<file path="src/rtl/boot_pkg.sv">
// Shared types and constants for the boot loader: FSM state encoding and length limits.
package boot_pkg;

  localparam int unsigned LEN_W      = 16;
  localparam int unsigned ADDR_W_DEF = 13;
  localparam int unsigned MAX_LEN    = 2 ** ADDR_W_DEF;

  typedef enum logic [2:0] {
    S_LEN_HI,
    S_LEN_LO,
    S_DATA,
    S_CSUM,
    S_RELEASE,
    S_RUN,
    S_HALTED,
    S_ERR
  } state_e;

  // High length byte alone already puts LEN at or beyond the addressable memory.
  function automatic logic len_hi_too_big(input logic [7:0] hi, input int unsigned addr_w);
    return (32'(hi) << 8) >= (32'd1 << addr_w);
  endfunction

endpackage

</file>
<file path="src/rtl/boot_loader.sv">
// Streams a length-prefixed program into memory from address 0, holds the CPU in reset
// while loading and releases it afterwards. BOOT_CHECKSUM_EN adds a trailing sum byte.
module boot_loader
  import boot_pkg::*;
#(
  parameter int unsigned ADDR_W   = 13,
  parameter int unsigned DATA_W   = 8,
  parameter int unsigned RST_HOLD = 4
) (
  input  logic              clk,
  input  logic              rst,
  input  logic              in_valid,
  input  logic [7:0]        in_data,
  output logic              in_ready,
  output logic              mem_wr,
  output logic [ADDR_W-1:0] mem_addr,
  output logic [DATA_W-1:0] mem_wdata,
  output logic              cpu_rst,
  input  logic              cpu_halt,
  output logic              busy,
  output logic              done,
  output logic              err
);

  state_e              state_q, state_d;
  logic [7:0]          len_hi_q;
  logic [LEN_W-1:0]    len_q;
  logic [ADDR_W-1:0]   cnt_q;
  logic [7:0]          hold_q;
  logic                mem_wr_q;
  logic [ADDR_W-1:0]   mem_addr_q;
  logic [DATA_W-1:0]   mem_wdata_q;
`ifdef BOOT_CHECKSUM_EN
  logic [7:0]          sum_q;
`endif

  logic accept;
  logic last_byte;
  logic hold_done;

  assign accept    = in_valid & in_ready;
  assign last_byte = (LEN_W'(cnt_q) == (len_q - LEN_W'(1)));
  assign hold_done = (hold_q == 8'(RST_HOLD - 1));

  always_ff @(posedge clk) begin
    if (rst) begin
      state_q <= S_LEN_HI;
    end else begin
      state_q <= state_d;
    end
  end

  always_comb begin
    state_d = state_q;
    unique case (state_q)
      S_LEN_HI, S_HALTED: begin
        if (accept) state_d = len_hi_too_big(in_data, ADDR_W) ? S_ERR : S_LEN_LO;
      end
      S_LEN_LO: begin
        if (accept) begin
          if ({len_hi_q, in_data} == '0) begin
`ifdef BOOT_CHECKSUM_EN
            state_d = S_CSUM;
`else
            state_d = S_RELEASE;
`endif
          end else begin
            state_d = S_DATA;
          end
        end
      end
      S_DATA: begin
        if (accept && last_byte) begin
`ifdef BOOT_CHECKSUM_EN
          state_d = S_CSUM;
`else
          state_d = S_RELEASE;
`endif
        end
      end
      S_CSUM: begin
`ifdef BOOT_CHECKSUM_EN
        if (accept) state_d = (in_data == sum_q) ? S_RELEASE : S_ERR;
`else
        state_d = S_ERR;
`endif
      end
      S_RELEASE: if (hold_done) state_d = S_RUN;
      S_RUN:     if (cpu_halt) state_d = S_HALTED;
      S_ERR:     state_d = S_ERR;
    endcase
  end

  always_comb begin
    in_ready = 1'b0;
    cpu_rst  = 1'b1;
    busy     = 1'b0;
    done     = 1'b0;
    err      = 1'b0;
    unique case (state_q)
      S_LEN_HI:  in_ready = 1'b1;
      S_LEN_LO, S_DATA, S_CSUM: begin
        in_ready = 1'b1;
        busy     = 1'b1;
      end
      S_RELEASE: busy = 1'b1;
      S_RUN:     cpu_rst = 1'b0;
      S_HALTED: begin
        in_ready = 1'b1;
        cpu_rst  = 1'b0;
        done     = 1'b1;
      end
      S_ERR:     err = 1'b1;
    endcase
  end

  // Datapath: the write strobe is registered so it lands the cycle after the accept.
  always_ff @(posedge clk) begin
    if (rst) begin
      len_hi_q    <= '0;
      len_q       <= '0;
      cnt_q       <= '0;
      hold_q      <= '0;
      mem_wr_q    <= 1'b0;
      mem_addr_q  <= '0;
      mem_wdata_q <= '0;
`ifdef BOOT_CHECKSUM_EN
      sum_q       <= '0;
`endif
    end else begin
      mem_wr_q <= 1'b0;
      unique case (state_q)
        S_LEN_HI, S_HALTED: if (accept) len_hi_q <= in_data;
        S_LEN_LO: begin
          if (accept) begin
            len_q  <= {len_hi_q, in_data};
            cnt_q  <= '0;
            hold_q <= '0;
`ifdef BOOT_CHECKSUM_EN
            sum_q  <= '0;
`endif
          end
        end
        S_DATA: begin
          if (accept) begin
            mem_wr_q    <= 1'b1;
            mem_addr_q  <= cnt_q;
            mem_wdata_q <= DATA_W'(in_data);
            cnt_q       <= cnt_q + ADDR_W'(1);
`ifdef BOOT_CHECKSUM_EN
            sum_q       <= sum_q + in_data;
`endif
          end
        end
        S_RELEASE: hold_q <= hold_q + 8'd1;
        S_CSUM, S_RUN, S_ERR: ;
      endcase
    end
  end

  assign mem_wr    = mem_wr_q;
  assign mem_addr  = mem_addr_q;
  assign mem_wdata = mem_wdata_q;

endmodule

</file>
<file path="config.mk">
export PLATFORM = sky130hd
export DESIGN_NAME = boot_loader
export DESIGN_NICKNAME = d
export VERILOG_FILES = /design/src/rtl/boot_pkg.sv /design/src/rtl/boot_loader.sv
export SDC_FILE = /design/constraint.sdc
export NUM_CORES = 1
export LEC_CHECK = 0
export BUFFER_PORTS_ARGS = -buffer_cell sky130_fd_sc_hd__clkbuf_2
export CORE_AREA = 2 2 74 112
export DETAILED_ROUTE_END_ITERATION = 8
export DIE_AREA = 0 0 76 114
export PLACE_DENSITY = 0.74
export SLEW_MARGIN = 20
export SYNTH_ARGS = -nofsm -noshare
export SYNTH_HDL_FRONTEND = slang
export SYNTH_SLANG_ARGS = --single-unit
</file>
<file path="constraint.sdc">
create_clock -name clk -period 4.7 [get_ports clk]
set_input_delay 0.94 -clock clk [delete_from_list [all_inputs] [get_ports clk]]
set_output_delay 0.94 -clock clk [all_outputs]
set_load 0.05 [all_outputs]
</file>
Yosys cells after proc, flatten, opt, wreduce, memory -nomap -nowiden
Cells that the tools add are included.
Widths: inputs -> output; s select.
{ "word_totals": {"output_inout_bits": 27, "in_bits": 12, "register_bits": 70, "wordCells": 65} }
{ "op_classes": {"muxes": 19, "bitwise_logic": 2, "reduce_logical": 17, "eq_ne": 15, "magnitude_cmp": 1, "addsub": 3} }
{ "op_table": {"columns": ["operator", "count"], "rows": [
  ["$mux 13", 2],
  ["$pmux 13 s2", 1],
  ["$mux 3", 7],
  ["$pmux 3 s6", 1],
  ["$eq 13x16->1", 1],
  ["$ge 16x14->1 const B", 1],
  ["$logic_not 16->1", 1],
  ["$pmux 8 s2", 1],
  ["$sub 16x1->16 const B", 1],
  ["$add 13x1->13 const B", 1],
  ["$eq 3x3->1 const B", 4],
  ["$ne 2x2->1 const B", 6],
  ["$add 8x1->8 const B", 1],
  ["$eq 8x2->1 const B", 1],
  ["$mux 8", 1],
  ["$reduce_and 2->1", 4],
  ["$reduce_or 2->1", 4],
  ["$eq 3x2->1 const B", 2],
  ["$mux 1", 6],
  ["$reduce_and 5->1", 1],
  ["$reduce_or 5->1", 1],
  ["$reduce_bool 2->1", 2],
  ["$reduce_or 4->1", 1],
  ["$eq 3x1->1 const B", 1],
  ["5 further kinds", 5]
]} }

Logic depth before layout (Yosys ltp)
Gate-level depths: netlist of the first run.
{ "logic_depth": {"depth_word": 7, "ltp_mapped": 10, "depth_no_buf": 8} }

Least setup slack after synthesis of the first run
Ideal clock, no wire load.
{ "synth_path": {"path_type": "register to output", "start": "reg state_q[1]", "end": "out busy", "stages_incl_launch_ff": 4, "t_arrival_ns": 1.491, "path_slack_ns": 2.269, "required_ns": 3.760, "cell_sequence": "dfxtp_1 -> buf_2 -> nor2_1 -> xnor2_1"} }
{ "synth_via": {"elab_chain_cells": 3, "elab_cells_between_ends": 6, "classes_between": "eq/ne (4); mux (1); reduce/logical (1)"} }
{ "synth_lines": {"columns": ["item", "line", "text"], "rows": [
  ["from (decl)", "boot_loader.sv:25", "state_e state_q, state_d;"],
  ["from (signal assigned)", "boot_loader.sv:49", "state_q <= state_d;"],
  ["$eq 3x2->1 (tied with other cells)", "boot_loader.sv:100", "unique case (state_q)"],
  ["$reduce_or 4->1 (no line) *", null, null],
  ["$mux 1 *", "boot_loader.sv:100", null],
  ["to (decl)", "boot_loader.sv:20", "output logic busy,"]
]} }
Mark *: on every way between the ends. The rest lies on a longest branch, timed or not.

Worst setup path in the final report of the first run
{ "layout_path": {"start": "reg state_q[0]", "end": "out cpu_rst"} }
{ "layout_via": {"elab_chain_cells": 3, "elab_cells_between_ends": 4, "classes_between": "eq/ne (2); mux (1); reduce/logical (1)"} }
{ "layout_lines": {"columns": ["item", "line", "text"], "rows": [
  ["$eq 3x3->1", "boot_loader.sv:100", null],
  ["$reduce_or 2->1 (no line) *", null, null],
  ["$mux 1 *", "boot_loader.sv:100", null],
  ["to (decl)", "boot_loader.sv:18", "output logic cpu_rst,"]
]} }
Marks and branches as above.

==> flow_metrics.env, run 1 <==
export IMPL_status="complete, no violations"
export IMPL_post_dp_cell_area_um2=3640
export IMPL_reg2reg_to="state_q[1]$_SDFFE_PP0P_"
export IMPL_clock_sinks=70
export IMPL_post_drt_wl_per_cell_um=14.3
export IMPL_cts_path_max_buffers=2
export IMPL_finalInstanceArea_um2=3960
export IMPL_dieArea_um2=8660
export IMPL_rrSetupSlack_ps=2270
export IMPL_power_density_nw_per_um2=516
export IMPL_worstHoldPathCells=2
export IMPL_yosysSeqAreaShare=0.412
export IMPL_die_y_um=114
export IMPL_area_growth_pct=16.6
export IMPL_insertion_delay_ps=330
export IMPL_post_route_period_util=0.547
export IMPL_clock_fmax_ghz=0.389
export IMPL_nets=477
export IMPL_vias_per_cell=5.42
export IMPL_synth_edf_count=0
export IMPL_skew_ps=4.25
export IMPL_grt_pass1_wl_mm=13.4
export IMPL_fin_cells=572
export IMPL_io_pins=39
export IMPL_finalSetupTns_ps=0
export IMPL_min_path_type="reg2reg"
export IMPL_cts_root_buf="clkbuf_16"
export IMPL_postCtsSetupBuffers=0
export IMPL_synthCells=436
export IMPL_p_leak_nw=1.54
export IMPL_cts_buffers=9
export IMPL_cts_tree="yes"
export IMPL_period_minus_slack_ps=2570
export IMPL_finalSetupViolCount=0
export IMPL_cts_resized=0
export IMPL_place_port_buffers=38
export IMPL_cts_htree_levels=3
export IMPL_finalHoldViolCount=0
export IMPL_grt_max_degree=54
export IMPL_yosysWarnings=0
export IMPL_startpoint_type="register"
export IMPL_ys_flop_type="dfxtp_1"
export IMPL_worstPathRequired_ps=3760
export IMPL_min_delay_start="mem_addr[0]$_SDFFE_PP0P_"
export IMPL_cp_end_kind="primary output"
export IMPL_num_vias=3098
export IMPL_drc=0
export IMPL_rows=40
export IMPL_min_to="mem_addr[0]$_SDFFE_PP0P_"
export IMPL_synth_nets=451
export IMPL_grtUsageTotal=0.196
export IMPL_rsz0062_at_grt="no"
export IMPL_drtIter0Drc=129
export IMPL_ys_types=57
export IMPL_relSlewSlack=0.402
export IMPL_drv_slew=0
export IMPL_holdBufCountCts=0
export IMPL_maxCapViolations=0
export IMPL_antenna_found_initial=0
export IMPL_synth_area_per_cell_um2=7.80
export IMPL_dp_cells=556
export IMPL_setup_ws_ps=2130
export IMPL_final_cell_mix="nand2_1 (97), dfxtp_1 (70), a21oi_1 (50), nor2_1 (44), clkbuf_2 (38)"
export IMPL_drt_wl_total_mm=8.20
export IMPL_post_place_ws_ps=1850
export IMPL_tightestPinTransition_ps=897
export IMPL_arrival_ps=1630
export IMPL_drive_gt1_frac=0.150
export IMPL_ys_ff_latch=70
export IMPL_diodes=0
export IMPL_core_um2=7760
export IMPL_criticalPathCategory="reg2out"
export IMPL_vdd_ir_drop_worst_uv=629
export IMPL_first_pass_iters=4
export IMPL_crit_fanout=17
export IMPL_fillers=724
export IMPL_globalRoute_totalOverflow=0
export IMPL_path_clk_slew_ps=50
export IMPL_drtAntennaViolNets=0
export IMPL_reg2reg_from="len_q[0]$_SDFFE_PP0P_"
export IMPL_dieWidth_um=76
export IMPL_place_congestion=0.840
export IMPL_grt_pass1_vias=2985
export IMPL_start_util=0.438
export IMPL_synthArstFlopShare=0
export IMPL_hpwl_mm=6.00
export IMPL_reg2reg_depth=8
export IMPL_final_common_cell="nand2_1"
export IMPL_syn_cell_area_um2=3400
## cell families (layout without fill, tap and decap cells)
kind of cell | count (synthesis) | count (layout) | share of synthesized area
compound gates | 86 | 86 | 0.151
xor+xnor | 25 | 25 | 0.0644
fa+ha+maj | 3 | 3 | 0.0110
buf+inv | 33 | 64 | 0.0379
flops | 70 | 70 | 0.412
mux | 13 | 13 | 0.0390
simple gates | 206 | 206 | 0.285
## state kept, by name, summed over array words and instances (netlist names)
name       cells
len_q         16
cnt_q         13
mem_addr      13
hold_q         8
len_hi_q       8
mem_wdata      8
state_q        3
mem_wr         1
## synthesized netlist by cell type, drive strengths merged, types with 2 or more instances
cell	number	area share
nand2	97	0.11
dfxtp	70	0.41
a21oi	51	0.076
nor2	44	0.049
clkbuf	22	0.024
xor2	15	0.039
o21ai	12	0.018
mux2i	11	0.032
xnor2	10	0.026
nand3	9	0.013
nor3	9	0.013
nor4	8	0.019
and3	7	0.013
inv	6	0.0066
buf	5	0.0070
nand2b	5	0.011
or3	5	0.0092
a211oi	4	0.0088
nand3b	4	0.0088
nand4	4	0.0074
ha	3	0.011
or3b	3	0.0077
a221oi	2	0.0052
a41oi	2	0.0052
and2	2	0.0037
mux2	2	0.0066
or2	2	0.0037
## per-layer routing
layer	vias up	global-route usage	routed length [µm]
li1	1552	-	-
met1	1441	0.195	3180
met2	77	0.365	4400
met3	28	0.0427	278
met4	0	0.132	339
met5	-	0	0
## final cells by class
class	count	area, µm²	area share
tap	105	131	0.0331
sequential	70	1400	0.354
clock inverter	4	52.6	0.0133
multi-input combinational	333	1870	0.472
timing repair buffer	42	220	0.0556
inverter	6	22.5	0.00568
clock buffer	12	267	0.0672
## worst max-delay path by stage
stage | start | slack [ps] | to | depth (start not counted)
after CTS | state_q[0]$_SDFFE_PP0P_ | 2120 | cpu_rst | 3
after global placement | in_valid | 1930 | cnt_q[12]$_SDFFE_PP0P_ | 7
final | state_q[0]$_SDFFE_PP0P_ | 2130 | cpu_rst | 3
after floorplan | state_q[1]$_SDFFE_PP0P_ | 2270 | busy | 3
after global routing | state_q[0]$_SDFFE_PP0P_ | 2040 | cpu_rst | 3
after detailed placement | in_valid | 1850 | cnt_q[12]$_SDFFE_PP0P_ | 7
## through the flow
stage | hold WS (ps) | total power [mW] | utilization
after CTS | 464 | 2.06 | 0.511
after floorplan | 444 | 1.23 | -
after global placement | 445 | 1.33 | 0.470
after global routing | 478 | 2.15 | 0.511
final | 458 | 2.04 | 0.511
after detailed placement | 450 | 1.35 | 0.470
## power breakdown
group / leakage [nW] / internal (mW) / switching, mW
combinational: 0.819 / 0.227 / 0.382
sequential: 0.566 / 0.646 / 0.0864
clock: 0.159 / 0.455 / 0.248
total: 1.54 / 1.33 / 0.717
## critical path, stage by stage, from the launching register on
cell and delay [ps]:
dfxtp_1 620, nand2b_1 200, a21bo_2 250, clkbuf_2 230
No activity file was read; power rests on OpenSTA's default activity.
==> run 2, diff against run 1 <==
clock period = 2.55 ns   (was 4.7 ns; I/O delays follow)
==> flow_metrics.env, run 2 (synthesized netlist as in run 1, its figures left out) <==
export IMPL_top_register="len_q"
export IMPL_power_density_nw_per_um2=936
export IMPL_p_int_mw=2.40
export IMPL_post_route_period_util=0.878
export IMPL_drv_slew=0
export IMPL_p_comb_frac=0.308
export IMPL_finalSetupViolCount=0
export IMPL_num_vias=3152
export IMPL_antenna_found_initial=0
export IMPL_largest_reg_flops=16
export IMPL_holdBufCountCts=0
export IMPL_grt_max_degree=29
export IMPL_arrival_ps=2460
export IMPL_io_pins=39
export IMPL_drc=0
export IMPL_startpoint="len_q[0]$_SDFFE_PP0P_"
export IMPL_finalInstanceArea_um2=3970
export IMPL_clock_sinks=70
export IMPL_dieWidth_um=76
export IMPL_grt_pass1_vias=3041
export IMPL_status="complete, no violations"
export IMPL_rows=40
export IMPL_drtAntennaViolNets=0
export IMPL_p_leak_nw=1.55
export IMPL_grt_pass1_wl_mm=13.8
export IMPL_vias_per_cell=5.48
export IMPL_period_minus_slack_ps=2240
export IMPL_drt_wl_total_mm=8.14
export IMPL_finalHoldViolCount=0
export IMPL_final_cell_mix="nand2_1 (97), dfxtp_1 (70), a21oi_1 (50), nor2_1 (44), clkbuf_2 (38)"
export IMPL_drive_gt1_frac=0.157
export IMPL_post_drt_wl_per_cell_um=14.2
export IMPL_cts_htree_levels=3
export IMPL_dieArea_um2=8660
export IMPL_postCtsSetupBuffers=0
export IMPL_finalSetupTns_ps=0
export IMPL_path_clk_slew_ps=60
export IMPL_hpwl_mm=6.05
export IMPL_cts_buffers=9
export IMPL_cts_path_max_buffers=2
export IMPL_reg2reg_depth=8
export IMPL_reg2reg_from="len_q[0]$_SDFFE_PP0P_"
export IMPL_start_util=0.438
export IMPL_rsz0062_at_grt="no"
export IMPL_criticalPathCategory="reg2reg"
export IMPL_crit_end="state_q[1]$_SDFFE_PP0P_"
export IMPL_power_share_switching=0.354
export IMPL_area_growth_pct=16.8
export IMPL_skew_ps=2.92
export IMPL_die_y_um=114
export IMPL_multiInputGateArea_um2=1870
export IMPL_min_path_type="reg2reg"
export IMPL_fillers=734
export IMPL_nets=480
export IMPL_rrSetupSlack_ps=310
export IMPL_post_dp_cell_area_um2=3670
export IMPL_place_port_buffers=38
export IMPL_insertion_delay_ps=330
export IMPL_netSwitchingPower_mw=1.32
export IMPL_pwr_share_seq=0.362
export IMPL_vdd_ir_drop_worst_uv=849
export IMPL_maxCapViolations=0
export IMPL_reg2reg_to="state_q[1]$_SDFFE_PP0P_"
export IMPL_drtIter0Drc=197
export IMPL_place_congestion=0.908
export IMPL_total_power_mw=3.72
export IMPL_globalRoute_totalOverflow=0
export IMPL_core_um2=7760
export IMPL_clockPowerShare=0.330
export IMPL_worstPathRequired_ps=2770
export IMPL_clock_fmax_ghz=0.446
export IMPL_startpoint_type="register"
export IMPL_diodes=0
export IMPL_tightestPinTransition_ps=608
export IMPL_relSlewSlack=0.595
export IMPL_final_common_cell="nand2_1"
export IMPL_cp_end_kind="register"
export IMPL_first_pass_iters=5
export IMPL_cts_tree="yes"
export IMPL_crit_fanout=10
export IMPL_regArea_um2=1400
export IMPL_cts_root_buf="clkbuf_16"
export IMPL_cts_resized=0
export IMPL_grtUsageTotal=0.200
## run 2: metal layers
layer | vias to the layer above | share of wire | wire [µm] | GRT usage
met5 | - | 0 | 0 | 0
met1 | 1455 | 0.38 | 3090 | 0.211
li1 | 1553 | - | - | -
met3 | 43 | 0.041 | 337 | 0.0411
met4 | 0 | 0.067 | 542 | 0.152
met2 | 101 | 0.51 | 4170 | 0.350
## run 2: stage by stage
| step | utilization | setup slack [ps] | hold slack [ps] | std cells |
|---|---|---|---|---|
| after floorplan | - | 378 | 444 | 436 |
| after detailed placement | 0.473 | 352 | 449 | 559 |
| after global routing | 0.512 | 104 | 472 | 575 |
| after global placement | 0.473 | 439 | 442 | 559 |
| after CTS | 0.511 | 251 | 450 | 575 |
| final | 0.512 | 310 | 452 | 575 |
## run 2: layout make-up
type                    count  share of cell area
clock buffers              10              0.0602
clock inverters             6              0.0154
inverters                   6             0.00567
multi-input cells         333               0.471
flip-flops and latches     70               0.353
well taps                 105              0.0331
repair buffers             45              0.0611
## run 2: critical path, stage by stage (launching register included)
cell and delay (ps):
dfxtp_1 450, inv_1 80, ha_2 260, o21ba_2 210, a221oi_1 340, a41oi_1 110, nor4_1 200, o2111ai_1 200
a41o_1 270
## run 2: worst min-delay path by stage
stage	slack [ps]	endpoint	cells past startpoint	startpoint
4_1_cts	450	mem_wdata[1]$_SDFFE_PP0P_	3	in_data[1]
3_3_place_gp	440	mem_wdata[2]$_SDFFE_PP0P_	2	mem_wdata[2]$_SDFFE_PP0P_
5_1_grt	470	mem_wdata[1]$_SDFFE_PP0P_	3	in_data[1]
3_5_place_dp	450	mem_wdata[0]$_SDFFE_PP0P_	2	mem_wdata[0]$_SDFFE_PP0P_
2_1_floorplan	440	len_q[15]$_SDFFE_PP0P_	2	len_hi_q[7]$_SDFFE_PP0P_
6_report	450	mem_wdata[0]$_SDFFE_PP0P_	2	mem_wdata[0]$_SDFFE_PP0P_
## run 2: power groups by stage
stage                     Combinational [mW]  Clock [mW]  Sequential (mW)
after floorplan                        0.930           0             1.33
final                                   1.15        1.23             1.35
after detailed placement                1.13           0             1.37
after global routing                    1.26        1.29             1.37
after global placement                  1.11           0             1.36
after CTS                               1.14        1.25             1.34
==> run 3, diff against run 2 <==
BUFFER_PORTS_ARGS = -buffer_cell sky130_fd_sc_hd__buf_2   (was -buffer_cell sky130_fd_sc_hd__clkbuf_2)
PLACE_DENSITY = default   (was 0.74)
==> flow_metrics.env, run 3 (synthesized netlist as in run 1, its figures left out) <==
export IMPL_skew_ps=4.22
export IMPL_cts_path_max_buffers=2
export IMPL_crit_fanout=10
export IMPL_cts_buffers=9
export IMPL_holdBufCountCts=0
export IMPL_drc=0
export IMPL_crit_end="state_q[1]$_SDFFE_PP0P_"
export IMPL_drive_gt1_frac=0.157
export IMPL_multiInputGateArea_um2=1870
export IMPL_cp_cell_sequence="inv_1 > ha_1 > o21ba_2 > a221oi_1 > a41oi_1 > nor4_1 > o2111ai_1 > a41o_1"
export IMPL_rrSetupSlack_ps=290
export IMPL_largest_reg_flops=16
export IMPL_crit_slowest_cell="dfxtp_1"
export IMPL_startpoint_type="register"
export IMPL_finalHoldViolCount=0
export IMPL_drv_slew=0
export IMPL_cp_end_kind="register"
export IMPL_place_port_buffers=38
export IMPL_clock_sinks=70
export IMPL_insertion_delay_ps=330
export IMPL_globalRoute_totalOverflow=0
export IMPL_dieWidth_um=76
export IMPL_post_drt_wl_per_cell_um=14.5
export IMPL_arrival_ps=2480
export IMPL_finalSetupTns_ps=0
export IMPL_drtAntennaViolNets=0
export IMPL_dieArea_um2=8660
export IMPL_grt_pass1_wl_mm=14.2
export IMPL_worstPathRequired_ps=2770
export IMPL_p_leak_nw=1.58
export IMPL_area_growth_pct=17.4
export IMPL_drtIter0Drc=129
export IMPL_postCtsSetupBuffers=0
export IMPL_finalSetupViolCount=0
export IMPL_power_density_nw_per_um2=945
export IMPL_rsz0062_at_grt="no"
export IMPL_grt_pass1_vias=2947
export IMPL_grt_max_degree=33
export IMPL_reg2reg_depth=8
export IMPL_min_path_type="reg2reg"
export IMPL_post_place_ws_ps=290
export IMPL_drt_wl_total_mm=8.36
export IMPL_cts_root_buf="clkbuf_16"
export IMPL_relSlewSlack=0.599
export IMPL_first_pass_iters=4
export IMPL_num_vias=3011
export IMPL_tightestPinTransition_ps=602
export IMPL_reg2reg_from="len_q[0]$_SDFFE_PP0P_"
export IMPL_grtUsageTotal=0.208
export IMPL_post_route_period_util=0.887
export IMPL_clock_fmax_ghz=0.442
export IMPL_criticalPathCategory="reg2reg"
export IMPL_setup_ws_ps=288
export IMPL_vias_per_cell=5.23
export IMPL_cts_htree_levels=3
export IMPL_rows=40
export IMPL_cts_resized=0
export IMPL_period_minus_slack_ps=2260
export IMPL_fillers=772
export IMPL_final_common_cell="nand2_1"
export IMPL_antenna_found_initial=0
export IMPL_die_y_um=114
export IMPL_regArea_um2=1400
export IMPL_final_cell_mix="nand2_1 (97), dfxtp_1 (70), a21oi_1 (50), nor2_1 (44), buf_2 (38)"
export IMPL_total_power_mw=3.77
export IMPL_core_um2=7760
export IMPL_startpoint="len_q[0]$_SDFFE_PP0P_"
export IMPL_place_congestion=0.833
export IMPL_reg2reg_to="state_q[1]$_SDFFE_PP0P_"
export IMPL_nets=482
export IMPL_path_clk_slew_ps=50
export IMPL_hpwl_mm=6.23
export IMPL_path_depth=8
export IMPL_top_register="len_q"
export IMPL_maxCapViolations=0
export IMPL_cts_tree="yes"
export IMPL_start_util=0.438
export IMPL_cpPeakStageDelay_ps=450
export IMPL_cp_top_family="compound AO/OA/AOI/OAI gates"
export IMPL_vdd_ir_drop_worst_uv=959
export IMPL_utilization=0.515
export IMPL_diodes=0
export IMPL_status="complete, no violations"
export IMPL_cp_buffers_inverters=1
export IMPL_io_pins=39
[run 3: cell types whose count changed in the layout (fill, tap and decap cells not counted)]
cell,before,now
buf_4,7,9
buf_2,0,38
clkinv_4,1,0
clkinv_2,3,1
ha_2,1,0
clkbuf_8,1,3
ha_1,2,3
clkbuf_2,38,0
[run 3: final cells by class]
class                      count  area share
clock buffer                  12      0.0668
clock inverter                 3      0.0107
inverter                       6     0.00564
multi-input combinational    333       0.468
sequential                    70       0.351
tap                          105      0.0329
timing repair buffer          47      0.0646
[run 3: worst min-delay path by stage]
stage	slack (ps)	cells past startpoint	start	end
2_1_floorplan	440	2	len_hi_q[7]$_SDFFE_PP0P_	len_q[15]$_SDFFE_PP0P_
3_3_place_gp	440	2	mem_addr[9]$_SDFFE_PP0P_	mem_addr[9]$_SDFFE_PP0P_
3_5_place_dp	440	2	mem_addr[6]$_SDFFE_PP0P_	mem_addr[6]$_SDFFE_PP0P_
4_1_cts	450	3	in_data[1]	mem_wdata[1]$_SDFFE_PP0P_
5_1_grt	460	3	in_data[2]	len_q[2]$_SDFFE_PP0P_
6_report	450	2	mem_addr[9]$_SDFFE_PP0P_	mem_addr[9]$_SDFFE_PP0P_
[run 3: where the power goes]
part | internal, mW | total [mW] | switching [mW]
sequential | 1.19 | 1.32 | 0.126
clock | 0.828 | 1.26 | 0.436
combinational | 0.447 | 1.19 | 0.742
total | 2.47 | 3.77 | 1.30
[run 3: tightest hold or removal path: stages, from the launching register on]
cell	delay, ps
dfxtp_1	300
nand2_1	50
a21oi_1	50
[run 3: per-layer routing]
layer,routed length (µm),vias to the layer above,global-route usage
met1,3410,1376,0.219
met2,4380,53,0.382
met4,303,0,0.114
met3,270,29,0.0491
met5,0,-,0
li1,-,1553,-
[run 3: stage by stage]
stage / cell area, µm² / hold WS (ps) / instances
2_1_floorplan: 3400 / 444 / 436
3_3_place_gp: 3680 / 440 / 561
3_5_place_dp: 3680 / 444 / 561
4_1_cts: 3990 / 449 / 576
5_1_grt: 3990 / 463 / 576
6_report: 3990 / 449 / 576
